## src/rtl/tick_rate_scheduler.sv

```systemverilog
// Free-running timebase with a divider-selected bit, rising-edge tick and a
// start/stop divider sweep engine with start/busy/done handshaking.
module tick_rate_scheduler #(
  parameter int CNT_W   = 32,
  parameter int OFFSET  = 25,
  parameter int DWELL_W = 16
) (
  input  logic               aclk,
  input  logic               aresetn,
  input  logic [7:0]         cfg_div,
  input  logic [7:0]         cfg_div_stop,
  input  logic [DWELL_W-1:0] cfg_dwell,
  input  logic               cfg_wrap,
  input  logic               start,
  input  logic               abort,
  output logic               bit_out,
  output logic               tick,
  output logic [7:0]         cur_div,
  output logic               busy,
  output logic               done
);

  localparam int               IDX_W      = $clog2(CNT_W);
  localparam logic [7:0]       OFFSET_DIV = 8'(OFFSET);
  localparam logic [CNT_W-1:0] CNT_ONE    = CNT_W'(1);

  typedef enum logic [1:0] {
    IDLE   = 2'd0,
    SWEEP  = 2'd1,
    FINISH = 2'd2
  } state_e;

  state_e             state_q, state_d;
  logic [CNT_W-1:0]   cnt_q, cnt_d;
  logic               bit_q, bit_d;
  logic               tick_q, tick_d;
  logic               div_chg_q, div_chg_d;
  logic [7:0]         cur_div_q, cur_div_d;
  logic [DWELL_W-1:0] dwell_q, dwell_d;
  logic               busy_q, busy_d;
  logic               done_q, done_d;

  logic [IDX_W-1:0]   idx_s;
  logic               prev_s;
  logic [DWELL_W-1:0] dwell_nxt_s;

  // A zero dwell would never let a step finish, so it behaves as one tick.
  function automatic logic [DWELL_W-1:0] dwell_limit(input logic [DWELL_W-1:0] d);
    logic [DWELL_W-1:0] lim;
    if (d == {DWELL_W{1'b0}}) begin
      lim = {{(DWELL_W-1){1'b0}}, 1'b1};
    end else begin
      lim = d;
    end
    return lim;
  endfunction

  // Unsigned compare first so dividers above OFFSET clamp to bit 0.
  always_comb begin
    if (cur_div_q <= OFFSET_DIV) begin
      idx_s = IDX_W'(OFFSET_DIV - cur_div_q);
    end else begin
      idx_s = {IDX_W{1'b0}};
    end
  end

  // Right after a divider change the history is reloaded with the new bit so
  // the index jump itself can never look like a rising edge.
  always_comb begin
    cnt_d     = cnt_q + CNT_ONE;
    bit_d     = cnt_q[idx_s];
    prev_s    = div_chg_q ? bit_d : bit_q;
    tick_d    = bit_d & ~prev_s;
    div_chg_d = (cur_div_d != cur_div_q);
  end

  always_comb begin
    state_d     = state_q;
    cur_div_d   = cur_div_q;
    dwell_d     = dwell_q;
    busy_d      = busy_q;
    done_d      = 1'b0;
    dwell_nxt_s = dwell_q + {{(DWELL_W-1){1'b0}}, 1'b1};
    case (state_q)
      IDLE: begin
        cur_div_d = cfg_div;
        busy_d    = 1'b0;
        if (start && !abort) begin
          dwell_d = {DWELL_W{1'b0}};
          busy_d  = 1'b1;
          state_d = SWEEP;
        end else begin
          dwell_d = dwell_q;
        end
      end
      SWEEP: begin
        if (abort) begin
          state_d = IDLE;
          busy_d  = 1'b0;
          dwell_d = {DWELL_W{1'b0}};
        end else if (tick_q) begin
          // The tick that completes a dwell still belongs to the old divider.
          if (dwell_nxt_s >= dwell_limit(cfg_dwell)) begin
            dwell_d = {DWELL_W{1'b0}};
            if (cur_div_q != cfg_div_stop) begin
              if (cfg_div_stop > cfg_div) begin
                cur_div_d = cur_div_q + 8'd1;
              end else begin
                cur_div_d = cur_div_q - 8'd1;
              end
            end else if (cfg_wrap) begin
              cur_div_d = cfg_div;
            end else begin
              state_d = FINISH;
              busy_d  = 1'b0;
              done_d  = 1'b1;
            end
          end else begin
            dwell_d = dwell_nxt_s;
          end
        end else begin
          dwell_d = dwell_q;
        end
      end
      FINISH: begin
        state_d = IDLE;
        busy_d  = 1'b0;
      end
      default: begin
        state_d = IDLE;
        busy_d  = 1'b0;
      end
    endcase
  end

  // All state, synchronous active-low reset.
  always_ff @(posedge aclk) begin
    if (!aresetn) begin
      state_q   <= IDLE;
      cnt_q     <= {CNT_W{1'b0}};
      bit_q     <= 1'b0;
      tick_q    <= 1'b0;
      div_chg_q <= 1'b0;
      cur_div_q <= 8'd0;
      dwell_q   <= {DWELL_W{1'b0}};
      busy_q    <= 1'b0;
      done_q    <= 1'b0;
    end else begin
      state_q   <= state_d;
      cnt_q     <= cnt_d;
      bit_q     <= bit_d;
      tick_q    <= tick_d;
      div_chg_q <= div_chg_d;
      cur_div_q <= cur_div_d;
      dwell_q   <= dwell_d;
      busy_q    <= busy_d;
      done_q    <= done_d;
    end
  end

  assign bit_out = bit_q;
  assign tick    = tick_q;
  assign cur_div = cur_div_q;
  assign busy    = busy_q;
  assign done    = done_q;

endmodule
```

## config.mk

```make
export PLATFORM = sky130hd
export DESIGN_NAME = tick_rate_scheduler
export DESIGN_NICKNAME = d
export VERILOG_FILES = /design/src/rtl/tick_rate_scheduler.sv
export SDC_FILE = /design/constraint.sdc
export NUM_CORES = 1
export LEC_CHECK = 0
export CAP_MARGIN = 10
export CORE_MARGIN = 2
export CORE_UTILIZATION = 52
export DETAILED_ROUTE_END_ITERATION = 8
export GPL_TIMING_DRIVEN = 0
export PLACE_DENSITY = 0.79
export SETUP_SLACK_MARGIN = 0.3
export SLEW_MARGIN = 40
export SYNTH_ARGS = -nofsm -noshare
export SYNTH_HDL_FRONTEND = slang
export SYNTH_SLANG_ARGS = --single-unit
```

## constraint.sdc

```tcl
create_clock -name aclk -period 3.8 [get_ports aclk]
set_clock_uncertainty 0.1 [all_clocks]
set_input_delay 0.95 -clock aclk [delete_from_list [all_inputs] [get_ports aclk]]
set_output_delay 0.95 -clock aclk [all_outputs]
set_load 0.1 [all_outputs]
```

# Yosys cells after proc, flatten, opt, wreduce, memory -nomap -nowiden
# Index checks and enable logic that the tools add are counted.
# classes
magnitude_cmp	4
bitwise	6
shifts	0
n_addsub	5
n_eq_ne	8
div	0
reduce_logical	9
mux	35
mul	0
# ops
cell	n
$mux W16	8
$mux W8	6
$add A32 B1 Y32 const B	1
$pmux W16 S2	1
$add A16 B1 Y16 const B	1
$ge A16 B16 Y1	1
$logic_not A16 Y1	1
$ne A8 B8 Y1	2
$pmux W8 S2	1
$mux W2	6
$ne A3 B3 Y1 const B	4
$mux W1	9
$add A8 B1 Y8 const B	1
$gt A8 B8 Y1	1
$le A8 B5 Y1 const B	1
$sub A8 B1 Y8 const B	1
$lt A5 B6 Y1 const B	1
$reduce_or A6 Y1	1
$bmux W1 S5	1
$mux W5	1
$not A1 Y1	5
$reduce_and A5 Y1	1
$sub A5 B5 Y5 const A	1
$pmux W2 S2	1
10 further kinds	10
# totals
mem_bits_ro	0
register_bits	63
input_bits	37
ramBits	0
latchBits	0
n_memories	0
elab_cells	76
output_inout_bits	12

# Longest topological paths before layout
# Gate-level depths: netlist of run 1.
# depth
word_depth	11
depth_mapped	16
ltp_nobuf	14

# Worst setup path before layout of run 1
# OpenSTA, ideal clock, no wires.
# synth_timing
path_type	in2reg
start	in cfg_div[1]
end	reg div_chg_q
required_ps	3586
path_stages	14
path_buffers	0
path_slack_ps	-82
setup_time_ps	114
t_arrival_ps	3668
cell_sequence	inv_1 -> ha_1 -> nor2b_1 -> o211ai_1 -> a21oi_1 -> o22ai_1 -> ha_1 -> a21o_1 -> a21oi_1 -> xnor2_1 -> xnor2_1 -> a211oi_1 -> a31oi_1 -> a2111oi_0
# synth_between
elab_chain_len	8
word_cells_on_any_way	9
classes_between	order compare (1); eq/ne (1); mux (7)
# synth_lines
element	line	rtl
start: declaration	10	input logic [7:0] cfg_div,
$gt A8 B8 Y1	106	if (cfg_div_stop > cfg_div) begin
$mux W8	106	
$mux W8	105	if (cur_div_q != cfg_div_stop) begin
$mux W8	103	if (dwell_nxt_s >= dwell_limit(cfg_dwell)) begin
$mux W8	101	end else if (tick_q) begin
$mux W8	97	if (abort) begin
$pmux W8 S2 (*)	84	case (state_q)
$ne A8 B8 Y1 (*)	74	div_chg_d = (cur_div_d != cur_div_q);
end signal: assignment	153	div_chg_q <= div_chg_d;
end: declaration	37	logic div_chg_q, div_chg_d;
# Every way passes the cells marked *; elsewhere a longest branch is shown, timed or not.
# A chain may end at the register's enable or synchronous reset.

# Final worst setup path of run 1
# layout_timing
start	in cfg_div[1]
end	reg cur_div_q[6] (netlist: cur_div[6])
# layout_between
elab_chain_len	7
# layout_lines
element	line	rtl
$gt A8 B8 Y1	106	
$mux W8	106	
$mux W8	105	
$mux W8	103	
$mux W8	101	
$mux W8	97	
$pmux W8 S2	84	
end signal: assignment	154	cur_div_q <= cur_div_d;
end: declaration	38	logic [7:0] cur_div_q, cur_div_d;
# No other way between the ends.

==> run summary, run 1 <==
The flow ran to the end, and the final reports show no timing, DRC or antenna violations. The max-capacitance violation count came out at 0. The deepest level of the CTS H-tree came out at 3. Before CTS, the worst setup slack after placement is -935 ps. The post-synthesis to final-layout area growth is 22.9%. The insertion delay to the later sink of the worst-skew pair came out at 350 ps.

After detailed routing, the total wire length is 12400 um. At the pin with the least slew margin, the transition time is 554 ps. The row count is 34. Net switching is 32.6% of the power. The initial antenna violation count came out at 0. The clock edge transition at the registers on the reported setup and hold paths came out at 70 ps. The worst path uses 95.2% of the clock period. The met3 track demand over resource in global routing is 5.39%. sky130_fd_sc_hd__dfxtp_1 takes more of the synthesized area than any other cell. Once detailed placement completed, the half-perimeter wirelength came to 8940 um. Pin placement for this block handled 49 I/O pins.

The total setup violations reported at the end of the flow is 0. The worst-case reg-to-reg path depth is 14. The maximum frequency from static timing analysis is 276 MHz. The most numerous cell type found on the critical path is sky130_fd_sc_hd__a21oi_2. The clock tree root driver cell is sky130_fd_sc_hd__clkbuf_8.

Global routing used 32.0% of the available met1 tracks. For this run, the leading register cell type out of synthesis is sky130_fd_sc_hd__dfxtp_1. The total of buffers placed on input and output ports is 47. After the first detailed-routing iteration, the DRC count stood at 253.

In the routed design, unresolved DRC markers number 0. The hold-fix buffer count after cts is 0. Along the worst path, the maximum fanout reaches 6. The pin count of the biggest net entering global routing is 11. In this run, synthesis inferred 0 flip-flops with an integrated enable. The relative max-transition margin came out at 63.1%. The critical path goes through buf_12 -> inv_16 -> ha_4 -> nor2b_4 -> o211ai_1 -> a21oi_2 -> o22ai_4 -> buf_6 -> fa_2 -> a211oi_2 -> o21bai_1 -> a21oi_2 -> xor2_1 -> o21ai_1 -> a32o_1 -> o21a_1. The number of cells on the worst hold path is 1.

The critical path launch point type is a primary input. Among all stages on the critical path, the largest delay is contributed by sky130_fd_sc_hd__fa_2. The via count of the first global-routing pass came out at 4355.

The floorplan step set the die width to 98.5 um. The path with the worst hold slack has its endpoint at tick. The final net count came out at 729. The die is 98.5 um tall. Across all layers, the routed design uses 4589 vias. The maximum clock path buffer count came out at 2.

The total of fill cells in the finished design came out at 728. The global-route track usage on met2 is 41.3%. IR analysis of the VDD net gives a maximum drop of 168 uV. The wire length of the first global-routing pass is 20000 um. The total congestion overflow came out at 0. In this run the static leakage power is 2.29 nW. The internal power contribution came out at 0.00120 W. The number of detailed-route iterations in the first pass is 5. The initial utilization of the core area, before any placement, comes to 53.5%. The startpoint identified for the worst hold timing path is div_chg_q.

The filler-free cell count of the finished design came out at 771. The share of synthesized flip-flops with an asynchronous set or reset is 0%. A synthesized cell averages 7.93 sq um. The global-route usage over all layers came out at 24.8%. The count of clock tree sinks is 63. The most crowded layer after global routing is met2. The number of distinct library cell variants in the gate-level netlist after synthesis is 58. The clock network fraction of total power came out at 33.1%. The core area came out at 8680 sq um.

The cell total after placement came out at 740. The overall die area came out at 9690 sq um. The cell area that synthesis handed to floorplanning was 4640 sq um. The reg-to-reg critical path startpoint is dwell_q[2]. The number of hold violations in the final report came out at 0. The proportion of layout cells with a drive suffix above 1 is 18.7%.

In this run the critical register-to-register path is captured at dwell_q[5]. 0 antenna diodes ended up in the layout. The average routed wire per standard cell came out at 16.1 um. The number of CTS-inserted buffers came out at 9. The synthesized instance count is 585. Combinational logic is responsible for 28.0% of the overall power. For this design the ratio of total power to cell area is 311 nW/um^2. The proportion of power drawn by flip-flops and latches came out at 38.9%. The via density per instance is 5.95.

In the post-synthesis netlist, the biggest area contributors are sky130_fd_sc_hd__dfxtp_1, sky130_fd_sc_hd__ha_1, sky130_fd_sc_hd__xnor2_1. The synthesized design contains 63 register bits. The net switching power is 0.000578 W. The total count of max-transition violations in the final report is 0. The worst endpoint data arrival time came out at 3760 ps. The worst setup path is of the in -> reg kind. The worst hold path belongs to the class reg -> reg. The minimum setup slack in the final design is 182 ps.

Data on the critical path is required at its endpoint by 3940 ps. The number of routed nets with antenna violations is 0. The final RePlAce weighted congestion came out at 0.925. The synthesized netlist net count came out at 656. The maximum single-stage delay on the critical path came out at 350 ps.

The synthesis warning total came out at 0. STA classifies the critical path endpoint as a flip-flop. The clock tree from TritonCTS is done.

The share of the synthesized area in the top cell type came out at 27.2%. Setup repair after global routing could not meet its margin everywhere. The reg2reg setup slack is 430 ps. The part of the Yosys area used for sequential elements is 27.2%. The worst hold margin is 321 ps. The minimum clock period came out at 3620 ps.
==> power by group through the flow <==
stage / Clock [W] / Sequential (W) / Combinational [W]
finish: 0.000588 / 0.000690 / 0.000496
floorplan: 0 / 0.000764 / 0.000247
CTS: 0.000591 / 0.000689 / 0.000456
detailed placement: 0 / 0.000705 / 0.000433
global placement: 0 / 0.000704 / 0.000429
global route: 0.000623 / 0.000691 / 0.000531
==> worst max-delay path, delay by kind of cell <==
family / cells / cell delay, ps
compound gates: 9 / 1560
xor+xnor: 1 / 240
simple gates: 1 / 130
buf+inv: 3 / 280
fa+ha+maj: 2 / 610
==> cells by family (layout without fill, tap and decap cells) <==
logic type | Yosys count | count (layout) | synth area share, %
AO/OA/AOI/OAI | 134 | 134 | 18.9
flip-flops | 63 | 63 | 27.2
XOR/XNOR | 56 | 56 | 10.9
adder cells (fa/ha/maj) | 34 | 34 | 9.33
multiplexers | 21 | 21 | 5.39
AND/OR/NAND/NOR | 208 | 208 | 22.4
buffers and inverters | 69 | 147 | 6.01
==> registers in the layout, summed over array words and instances, names as in the netlist <==
register	cells
cnt_q	32
dwell_q	16
cur_div	8
state_q	2
bit_out	1
busy	1
div_chg_q	1
done	1
tick	1
==> what timing repair did <==
action,CTS,global route
pin swaps,17,25
gates resized for setup,71,47
setup buffers,7,8
endpoints found under the setup margin,23,22
hold endpoints to repair,0,0
==> worst max path at each step <==
stage	start	endpoint	slack, ps	cells past startpoint
after global placement	cfg_div[1]	div_chg_q	-950	15
after global routing	cfg_div[1]	cur_div[6]	90	16
after detailed placement	cfg_div[1]	div_chg_q	-930	15
final	cfg_div[1]	cur_div[6]	180	16
after floorplan	cfg_div[1]	div_chg_q	280	14
after CTS	cfg_div_stop[4]	cur_div[6]	300	14
==> synth_stat cells (all sizes together) (12+ instances only) <==
cell,number
clkbuf,17
nand4,12
mux2i,16
xor2,21
inv,39
nor2,60
nand2,43
a21oi,40
nand3,29
and3,13
a31oi,14
ha,33
o21ai,23
xnor2,34
nor3,12
dfxtp,63
buf,13
==> area by class of cell <==
type	instances	area (sq um)	share of cell area (%)
flip-flops and latches	63	1260	22.2
clock buffers	13	149	2.61
plain buffers	30	139	2.44
inverters	39	163	2.85
well taps	108	135	2.37
clock inverters	3	42.5	0.746
repair buffers	62	480	8.43
multi-input cells	453	3330	58.4
==> layout by cell type, fill, tap and decap left out, types with 18 or more instances in the layout <==
master                            count
sky130_fd_sc_hd__nor2_1              59
sky130_fd_sc_hd__a21oi_1             35
sky130_fd_sc_hd__clkbuf_1            18
sky130_fd_sc_hd__ha_1                22
sky130_fd_sc_hd__inv_1               34
sky130_fd_sc_hd__clkdlybuf4s50_1     19
sky130_fd_sc_hd__nand3_1             27
sky130_fd_sc_hd__xor2_1              21
sky130_fd_sc_hd__buf_2               29
sky130_fd_sc_hd__o21ai_0             19
sky130_fd_sc_hd__dfxtp_1             61
sky130_fd_sc_hd__nand2_1             42
sky130_fd_sc_hd__xnor2_1             33
==> per-stage QoR <==
step	total power (W)	TNS, ps	cell area, sq um	util [%]
6_report	0.00177	0	5700	65.7
5_1_grt	0.00185	0	5700	65.7
4_1_cts	0.00174	0	5560	64.0
3_5_place_dp	0.00114	-4670	5240	60.4
3_3_place_gp	0.00113	-4200	5300	61.1
2_1_floorplan	0.00101	0	4690	-
==> metal layers <==
layer / wire, um / part of all wire [%] / vias up
met3: 804 / 6.5 / 22
met5: 0 / 0 / -
li1: - / - / 2246
met4: 182 / 1.5 / 0
met2: 5990 / 48 / 154
met1: 5440 / 44 / 2167
No activity file was read; power rests on OpenSTA's default activity.
==> run 2, diff against run 1 <==
--- a/config.mk
+++ b/config.mk
@@ -16,3 +16,4 @@
 export SYNTH_ARGS = -nofsm -noshare
 export SYNTH_HDL_FRONTEND = slang
 export SYNTH_SLANG_ARGS = --single-unit
+export TNS_END_PERCENT = 20
==> run 2 against run 1 <==
Die area unchanged. Cell count did not move. Combinational power shrank 1%. Worst hold slack gained 0.99 ps. Clock-buffer cell count unchanged. Critical path type unchanged.
==> run summary, run 2 (same netlist as run 1, synthesis figures left out) <==
The leakage power of the design came out at 2.28 nW. The required time at the endpoint of the critical path is 3940 ps. For this block, the initial DRC count from the detailed router was 253.

The total of buffers placed on input and output ports is 47. The critical path starts at cfg_div[1]. The insertion delay to the later sink of the worst-skew pair is 350 ps. The total count of max-transition violations in the final report came out at 0. Setup repair after global routing could not meet its margin everywhere. The total congestion overflow came out at 0. The maximum clock path buffer count came out at 2. The cell area power density is 311 nW/um^2. The switching power share of the total came out at 32.4%. TritonCTS built the clock tree. The clock drives 63 sinks. After layout, the minimum clock period comes to 3620 ps.

The pin count of the biggest net entering global routing is 11. The signal on the critical path passes through buf_12 -> inv_16 -> ha_4 -> nor2b_4 -> o211ai_1 -> a21oi_2 -> o22ai_4 -> buf_6 -> fa_2 -> a211oi_2 -> o21bai_1 -> a21oi_2 -> xor2_1 -> o21ai_1 -> a32o_1 -> o21a_1. The placed wire-length estimate came out at 8940 um.

The clock tree synthesis step divided the H-tree into 3 levels. The proportion of power drawn by flip-flops and latches is 39.1%. The total length of routed wires is 12300 um. The final net count is 729.

The final cell utilization of the core is 65.6%. The number of CTS-inserted buffers came out at 9. The number of hold violations in the final report came to 0. The post-route cell area is 5690 sq um.

The x dimension of the die is 98.5 um. The reg2reg setup slack is 430 ps. The total setup violations reported at the end of the flow is 0.

The repair_antennas step left the layout with diodes totalling 0. The critical path contains buffers and inverters numbering 3 combined. Leaving out fill and tap cells, the most frequent cells in the layout are sky130_fd_sc_hd__dfxtp_1, sky130_fd_sc_hd__nor2_1, sky130_fd_sc_hd__nand2_1. The maximum single-stage delay on the critical path is 360 ps. The category of the critical setup timing path is in -> reg. The die outline height is 98.5 um. The overall power of the completed layout is 0.00177 W. The initial cell density of the core came out at 53.5%. The average routed wire per standard cell came out at 16.0 um. The maximum fanout count along the critical path is 6. The instance area at placement is 5240 sq um.

The worst register-to-register path begins at dwell_q[2]. The global-route usage over all layers came out at 24.8%. The clock network fraction of total power is 33.2%. The clock tree root driver cell is sky130_fd_sc_hd__clkbuf_8. The number of design rule violations left after detail routing is 0.

Max-cap violations in this run came to 0. The count of nets left with antenna violations once routing finished came out at 0. The number of detailed-route iterations in the first pass is 5.

In this run the most critical hold path is launched from div_chg_q. The met2 routed wirelength is 5870 um. After filler insertion, the fill cell instance count of the layout stands at 730.

The relative max-transition margin is 62.7%. The worst endpoint data arrival time is 3760 ps. The highest-delay cell along the critical path is sky130_fd_sc_hd__fa_2. The net switching power came out at 0.000572 W.

The via density per instance is 5.92. The measured slew at the worst slew-check pin came out at 560 ps. The row count is 34. The initial antenna violation count is 0.

The most numerous cell type found on the critical path is sky130_fd_sc_hd__a21oi_2. The top-level I/O count is 49. The family with the most delay on the worst path is compound AO/OA/AOI/OAI gates. The post-route netlist has 18.4% of its cells at a drive strength greater than 1. After clock tree synthesis, the clock-pin slew on the worst setup and hold paths is 70 ps.

The area growth from synthesis to layout is 22.7%. The overall die area came out at 9690 sq um. The wire length on met1 is 5490 um. The core area is 8680 sq um.

The type of the worst min-delay path is reg -> reg. The register with the most flip-flops in the layout has 32 of them. The most frequent standard cell in the layout excluding fill and tap cells is sky130_fd_sc_hd__dfxtp_1. The wire length of the first global-routing pass came out at 20000 um. The final RePlAce weighted congestion is 0.925. The via count of the first global-routing pass was 4348. Ranked by flip-flop count, first place goes to cnt_q. Signal routing reaches up to met4. IR analysis of the VDD net gives a maximum drop of 168 uV.

The internal power contribution came out at 0.00120 W. The capturing element type of the critical path is a flip-flop. The final period utilization came out at 95.2%. The routed length on met3 is 754 um.

Combinational logic is responsible for 27.8% of the overall power. The routed layout has 4563 vias. The maximum frequency from static timing analysis is 276 MHz. The critical path launch point type is a primary input.

The flow ran to the end, and the final reports show no timing, DRC or antenna violations.
run 2: layer usage:
metal	vias up	global-route usage, %
li1	2243	-
met1	2133	32.1
met2	163	41.2
met3	24	5.39
met4	0	8.75
met5	-	0
run 2: what timing repair did:
action / in CTS / in global routing
pin swaps: 17 / 24
endpoints found under the setup margin: 23 / 27
resized for setup: 69 / 45
buffers inserted: 7 / 8
hold buffers: 0 / 0
run 2: final cells by class:
| cell class | count | area (sq um) | area share (%) |
|---|---|---|---|
| clock buffers | 13 | 149 | 2.62 |
| well taps | 108 | 135 | 2.37 |
| multi-input cells | 453 | 3320 | 58.4 |
| clock inverters | 3 | 42.5 | 0.748 |
| inverters | 39 | 163 | 2.86 |
| flip-flops and latches | 63 | 1260 | 22.2 |
| repair buffers | 62 | 478 | 8.40 |
| plain buffers | 30 | 139 | 2.44 |
run 2: metrics by stage:
stage	hold slack [ps]	setup WS (ps)	instances	setup TNS (ps)
detailed placement	306	-935	740	-4670
CTS	326	217	763	0
global placement	296	-950	740	-4200
floorplan	291	283	585	0
finish	322	181	771	0
global route	337	92.0	771	0
run 2: power by group through the flow:
stage	Sequential [W]	Clock, W	Combinational [W]
after detailed placement	0.000705	0	0.000433
after CTS	0.000689	0.000591	0.000456
after global routing	0.000691	0.000623	0.000527
after floorplan	0.000764	0	0.000247
after global placement	0.000704	0	0.000429
final	0.000690	0.000586	0.000491
run 2: worst paths after layout:
check	to	depth (start not counted)
max	cur_div[6]	16
min	tick	1
max reg2reg	dwell_q[5]	14
min reg2reg	tick	1
